**src/rtl/amm_rr_arbiter.sv**
```systemverilog
// Round-robin arbiter sharing one Avalon-MM slave among N_MST masters, with a
// tag FIFO that steers pipelined read data back to the master that issued it.
module amm_rr_arbiter #(
  parameter int N_MST    = 4,
  parameter int A_W      = 32,
  parameter int D_W      = 64,
  parameter int MAX_PEND = 4
) (
  input  logic                     clk,
  input  logic                     rst,
  input  logic [N_MST-1:0]         m_write,
  input  logic [N_MST-1:0]         m_read,
  input  logic [N_MST*A_W-1:0]     m_address,
  input  logic [N_MST*D_W-1:0]     m_writedata,
  output logic [N_MST-1:0]         m_waitrequest,
  output logic [D_W-1:0]           m_readdata,
  output logic [N_MST-1:0]         m_readdatavalid,
  output logic                     s_write,
  output logic                     s_read,
  output logic [A_W-1:0]           s_address,
  output logic [D_W-1:0]           s_writedata,
  input  logic                     s_waitrequest,
  input  logic [D_W-1:0]           s_readdata,
  input  logic                     s_readdatavalid,
  output logic [$clog2(N_MST)-1:0] grant_id,
  output logic                     err_orphan
);
  localparam int GW = $clog2(N_MST);
  localparam int PW = (MAX_PEND > 1) ? $clog2(MAX_PEND) : 1;
  localparam int CW = $clog2(MAX_PEND + 1);

  typedef enum logic {IDLE, BUSY} state_t;

  state_t        state_q, state_d;
  logic [GW-1:0] gnt_q, gnt_d;
  logic [GW-1:0] last_q, last_d;
  logic [GW-1:0] tag_mem_q [MAX_PEND];
  logic [GW-1:0] tag_mem_d [MAX_PEND];
  logic [PW-1:0] wr_ptr_q, wr_ptr_d;
  logic [PW-1:0] rd_ptr_q, rd_ptr_d;
  logic [CW-1:0] cnt_q, cnt_d;
  logic          err_q, err_d;

  logic             fifo_full, fifo_empty, push, pop, busy;
  logic             is_wr, is_rd, rd_block, done, found;
  logic [N_MST-1:0] eligible;
  logic [GW-1:0]    pick, cand;
  logic [GW:0]      sum;

  assign fifo_full  = (cnt_q == CW'(MAX_PEND));
  assign fifo_empty = (cnt_q == '0);
  assign pop        = s_readdatavalid & ~fifo_empty & ~rst;
  assign busy       = (state_q == BUSY) & ~rst;
  assign m_readdata = s_readdata;
  assign grant_id   = (state_q == BUSY) ? gnt_q : last_q;
  assign err_orphan = err_q;

  // A read may only be issued when its tag has somewhere to go this cycle.
  always_comb begin
    s_write         = 1'b0;
    s_read          = 1'b0;
    s_address       = '0;
    s_writedata     = '0;
    m_waitrequest   = '1;
    m_readdatavalid = '0;
    is_wr           = 1'b0;
    is_rd           = 1'b0;
    rd_block        = 1'b0;
    done            = 1'b0;
    if (busy) begin
      is_wr                = m_write[gnt_q];
      is_rd                = m_read[gnt_q] & ~m_write[gnt_q];
      rd_block             = is_rd & fifo_full & ~pop;
      s_write              = is_wr;
      s_read               = is_rd & ~rd_block;
      s_address            = m_address[int'(gnt_q)*A_W +: A_W];
      s_writedata          = m_writedata[int'(gnt_q)*D_W +: D_W];
      m_waitrequest[gnt_q] = s_waitrequest | rd_block;
      done                 = (is_wr | is_rd) & ~s_waitrequest & ~rd_block;
    end
    if (pop) m_readdatavalid[tag_mem_q[rd_ptr_q]] = 1'b1;
  end

  always_comb begin
    eligible = m_write | (m_read & {N_MST{~fifo_full}});
    found    = 1'b0;
    pick     = last_q;
    sum      = '0;
    cand     = '0;
    for (int k = 1; k <= N_MST; k++) begin
      sum = {1'b0, last_q} + (GW+1)'(k);
      if (sum >= (GW+1)'(N_MST)) sum = sum - (GW+1)'(N_MST);
      cand = sum[GW-1:0];
      if (!found && eligible[cand]) begin
        found = 1'b1;
        pick  = cand;
      end
    end
  end

  always_comb begin
    state_d   = state_q;
    gnt_d     = gnt_q;
    last_d    = last_q;
    push      = 1'b0;
    tag_mem_d = tag_mem_q;
    wr_ptr_d  = wr_ptr_q;
    rd_ptr_d  = rd_ptr_q;
    cnt_d     = cnt_q;
    err_d     = err_q | (s_readdatavalid & fifo_empty);
    case (state_q)
      IDLE: begin
        if (found) begin
          gnt_d   = pick;
          state_d = BUSY;
        end
      end
      BUSY: begin
        // A master dropping its request mid-command is abandoned silently.
        if (!(is_wr || is_rd) || done) state_d = IDLE;
        if (done) begin
          last_d = gnt_q;
          push   = is_rd;
        end
      end
      default: state_d = IDLE;
    endcase
    if (push) begin
      tag_mem_d[wr_ptr_q] = gnt_q;
      wr_ptr_d = (wr_ptr_q == PW'(MAX_PEND-1)) ? '0 : wr_ptr_q + PW'(1);
    end
    if (pop) rd_ptr_d = (rd_ptr_q == PW'(MAX_PEND-1)) ? '0 : rd_ptr_q + PW'(1);
    case ({push, pop})
      2'b10:   cnt_d = cnt_q + CW'(1);
      2'b01:   cnt_d = cnt_q - CW'(1);
      default: cnt_d = cnt_q;
    endcase
  end

  always_ff @(posedge clk) begin
    if (rst) begin
      state_q  <= IDLE;
      gnt_q    <= '0;
      last_q   <= GW'(N_MST-1);
      wr_ptr_q <= '0;
      rd_ptr_q <= '0;
      cnt_q    <= '0;
      err_q    <= 1'b0;
    end else begin
      state_q  <= state_d;
      gnt_q    <= gnt_d;
      last_q   <= last_d;
      wr_ptr_q <= wr_ptr_d;
      rd_ptr_q <= rd_ptr_d;
      cnt_q    <= cnt_d;
      err_q    <= err_d;
    end
  end

  always_ff @(posedge clk) begin
    tag_mem_q <= tag_mem_d;
  end
endmodule
```
**config.mk**
```make
export PLATFORM = sky130hd
export DESIGN_NAME = amm_rr_arbiter
export DESIGN_NICKNAME = d
export VERILOG_FILES = /design/src/rtl/amm_rr_arbiter.sv
export SDC_FILE = /design/constraint.sdc
export NUM_CORES = 1
export LEC_CHECK = 0
export CORE_AREA = 5 5 242 244
export CTS_BUF_LIST = sky130_fd_sc_hd__clkbuf_2 sky130_fd_sc_hd__clkbuf_4 sky130_fd_sc_hd__clkbuf_8
export DETAILED_ROUTE_END_ITERATION = 10
export DIE_AREA = 0 0 247 249
export GPL_TIMING_DRIVEN = 1
export HOLD_SLACK_MARGIN = 0.05
export SLEW_MARGIN = 40
export SYNTH_ARGS = -nofsm -noshare
export SYNTH_HDL_FRONTEND = slang
export SYNTH_SLANG_ARGS = --single-unit
```
**constraint.sdc**
```tcl
create_clock -name clk -period 4.15 [get_ports clk]
set_input_delay 0.83 -clock clk [delete_from_list [all_inputs] [get_ports clk]]
set_output_delay 0.83 -clock clk [all_outputs]
set_load 0.1 [all_outputs]
```
==> flow_metrics.tcl <==
set metrics [dict create \
    initialDrtViolationCount 271 \
    worstHoldPathType "flop to flop" \
    grt_max_degree 61 \
    grt_pass1_vias 6141 \
    detail_route.first_pass.iterations 5 \
    initial_core_utilization_pct 8.49 \
    critical_path.endpoint_type "output port" \
    via_count 5615 \
    detail_route.wirelength_um 36400 \
    share_comb_of_total_power_pct 83.9 \
    worstSetupStartpointType "input port" \
    sequentialPowerShare_pct 10.6 \
    status "completed" \
    worst_setup_hold_path_clk_slew_ns 0.08 \
    chain_of_cells_forming_the_critical_path "clkdlybuf4s50_1 -> mux4_2 -> nand2b_4 -> nand2b_1 -> nand4b_1 -> buf_12" \
    ys_async_sr_fraction_pct 0 \
    timing.hold.worst_path_depth 2 \
    final_layout_size_suffix_gt1_share_pct 28.4 \
    cp_data_arrival_time_ns 2.83 \
    met3WireLength_um 3300 \
    cts_made_buffers 3 \
    postCtsResizedCells 0 \
    power.static_leakage_nw 3.75 \
    worst_r2r_path_depth 10 \
    power_frac_clock_pct 5.5 \
    design.portCount 633 \
    critical_path_buf_inv_count 2 \
    cts.sink_count 21 \
    cts_tree "done" \
    cts_setup_buffers 0 \
    worst_hold_startpoint "err_orphan" \
    critPathMaxStageDelay_ns 0.59 \
    routed_via_density 3.47 \
    clk_latency_ns 0.26 \
    post_route_drc_violation_count 0 \
    cts-root-to-sink-buffers 2 \
    wire_length_of_the_first_global_routing_pass_um 47600 \
    grt_remaining_overflow 0 \
    switching_share_pct 47.9 \
    ys_warn_count 0 \
    avgSynthCellArea_um2 10.9 \
    die-height_um 249 \
    core_region_area_um2 56100 \
    post-route-min-period_ns 3.66 \
    hold_end "err_orphan" \
    worst_path_max_delay_cell "sky130_fd_sc_hd__mux4_2" \
    netlist_instances 437 \
    final-max-slew-violation-count 0 \
    die_w_um 247 \
    path_delay_family "buffers and inverters" \
    achievable-frequency_mhz 273 \
    vdd_drop_max_v 0.000117 \
    timing.critical_path.required_ns 3.32 \
    timing.critical_path.fanout_max 6 \
    highest-signal-layer "met5" \
    switchingPower_mw 1.20 \
    dominantRegCellSynth "sky130_fd_sc_hd__dfxtp_1" \
    final.setup.tns_ns 0 \
    routedLengthMet1_um 13900 \
    setup.worst_path.start "m_write[0]" \
    gpl.final_weighted_congestion 0.901 \
    htree_num_levels 1 \
    ff2ff_setup_slack_ns 1.39 \
    yosys_register_bits 21 \
    routed-wl-met2_um 17500 \
    worstReg2RegStart "gnt_q[0]" \
    worst_slew_pin_slew_ns 0.566 \
    routedWlPerCell_um 22.5 \
    worst-setup-path-type "input port to output port" \
    drtAntennaViolNets 0 \
    crit-reg2reg-capture "cnt_q[2]" \
    total_of_endpoints_with_negative_setup_slack_in_the_final_report 0 \
    die_footprint_um2 61500 \
    netlist_area_before_placement_um2 4760 \
    utilization_pct 20.3 \
    dp.final_hpwl_um 33400 \
    cts_hold_repair.buffers 0 \
    hold_viol 0 \
    synth_sequential_area_ratio_pct 10.5 \
    finalNetCount 1325 \
    track_usage_pct 10.9 \
    yosysUniqueCellTypes 50 \
    synth-edff-count 8 \
    root_buffer "sky130_fd_sc_hd__clkbuf_8" \
    postSynthNetCount 904 \
    rsz0062_at_grt "false" \
    min_period_over_period_pct 88.2 \
    fin_total_pwr_mw 2.50 \
    antenna_found_initial 14 \
    slew_headroom_pct 62.3 \
    synth_to_layout_area_growth_pct 139 \
    max_cap_violations 0 \
    port_buffers 504 \
    internal-power_mw 1.30 \
    rows 87 \
    fin_worst_skew_ns 0.00648 \
    power_density_nw_per_um2 220 \
]
==> final cells by class <==
type,instances,area [um2]
fillers,6050,44700
diodes,4,10.0
inverters,8,30.0
well taps,756,946
multi-input cells,303,3600
repair buffers,521,6210
clock buffers,4,48.8
flip-flops and latches,21,508
==> sequential cells by signal, indices dropped and copies added (netlist names) <==
signal,cells
cnt_q,3
err_orphan,1
rd_ptr_q,2
tag_mem_q,8
wr_ptr_q,2
state_q,1
last_q,2
gnt_q,2
==> metrics by stage <==
step	instances	cell area (um2)	hold WS (ns)	setup WS (ns)
2_1_floorplan	437	4780	0.455	0.303
3_3_place_gp	1609	11300	0.446	0.537
3_5_place_dp	1609	11300	0.451	0.508
4_1_cts	1613	11300	0.469	0.489
5_1_grt	1614	11300	0.489	0.411
6_report	1617	11400	0.468	0.489
==> logic make-up after synthesis <==
group | synth area share [%]
compound gates | 4.18
xor+xnor | 0.368
simple gates | 20.0
flops | 10.5
mux | 48.4
buf+inv | 14.5
fa+ha+maj | 2.00
==> synth_stat cells (all sizes together) (2+ instances only) <==
master	count	area [um2]
a21oi	10	50.1
and2	6	37.5
buf	79	561
clkbuf	26	97.6
dfxtp	13	260
edfxtp	8	240
ha	6	75.1
inv	8	30.0
mux2	3	33.8
mux2i	2	20.0
mux4	100	2250
nand2	6	22.5
nand2b	5	38.8
nand3	2	10.0
nand4b	2	17.5
nor2	19	73.8
nor2b	98	613
nor3	5	25.0
nor3b	2	20.0
nor4	4	25.0
nor4b	3	26.3
o211ai	2	15.0
o21ai	7	35.0
o31ai	2	15.0
or3b	2	17.5
xor2	2	17.5
==> layer usage <==
metal / vias up / track usage (%)
li1: 2454 / -
met1: 2677 / 13.1
met2: 420 / 18.9
met3: 60 / 2.61
met4: 4 / 4.08
met5: - / 0
==> worst register-to-register path: cells and delay by family (launching register included) <==
family	cells	cell delay, ns
AND/OR/NAND/NOR	3	0.50
buffers and inverters	2	0.12
flip-flops	1	0.58
XOR/XNOR	1	0.15
adder cells (fa/ha/maj)	2	0.54
multiplexers	1	0.66
AO/OA/AOI/OAI	1	0.13
==> worst max-delay path by stage <==
stage / to / slack [ns] / cells past startpoint
4_1_cts: m_waitrequest[1] / 0.49 / 6
5_1_grt: m_waitrequest[1] / 0.41 / 6
6_report: m_waitrequest[1] / 0.49 / 6
2_1_floorplan: m_readdatavalid[0] / 0.30 / 3
3_5_place_dp: m_waitrequest[1] / 0.51 / 6
3_3_place_gp: m_waitrequest[2] / 0.54 / 6
==> power groups by stage <==
stage | Combinational, mW | Clock (mW) | Sequential, mW
global placement | 2.13 | 0 | 0.271
CTS | 2.14 | 0.138 | 0.267
finish | 2.10 | 0.137 | 0.265
floorplan | 1.44 | 0 | 0.243
global route | 2.19 | 0.150 | 0.271
detailed placement | 2.14 | 0 | 0.272
==> layout by cell type, fill, tap and decap left out, types with 2 or more instances in the layout <==
cell and count:
sky130_fd_sc_hd__clkdlybuf4s50_1 395, sky130_fd_sc_hd__buf_12 105, sky130_fd_sc_hd__mux4_2 100, sky130_fd_sc_hd__nor2b_1 98
sky130_fd_sc_hd__buf_4 20, sky130_fd_sc_hd__nor2_1 18, sky130_fd_sc_hd__dfxtp_1 11, sky130_fd_sc_hd__a21oi_1 10
sky130_fd_sc_hd__inv_1 8, sky130_fd_sc_hd__edfxtp_1 8, sky130_fd_sc_hd__nand2_1 6, sky130_fd_sc_hd__o21ai_0 6
sky130_fd_sc_hd__and2_1 6, sky130_fd_sc_hd__ha_1 6, sky130_fd_sc_hd__diode_2 4, sky130_fd_sc_hd__nor3_1 4
sky130_fd_sc_hd__nor4_1 3, sky130_fd_sc_hd__nand2b_1 3, sky130_fd_sc_hd__clkbuf_8 3, sky130_fd_sc_hd__nand3_1 2
sky130_fd_sc_hd__o211ai_1 2, sky130_fd_sc_hd__nor4b_1 2, sky130_fd_sc_hd__mux2i_1 2, sky130_fd_sc_hd__xor2_1 2
sky130_fd_sc_hd__mux2_2 2, sky130_fd_sc_hd__nand2b_4 2, sky130_fd_sc_hd__nand4b_1 2, sky130_fd_sc_hd__dfxtp_4 2
Note: power is estimated with default switching activity, not from simulation.
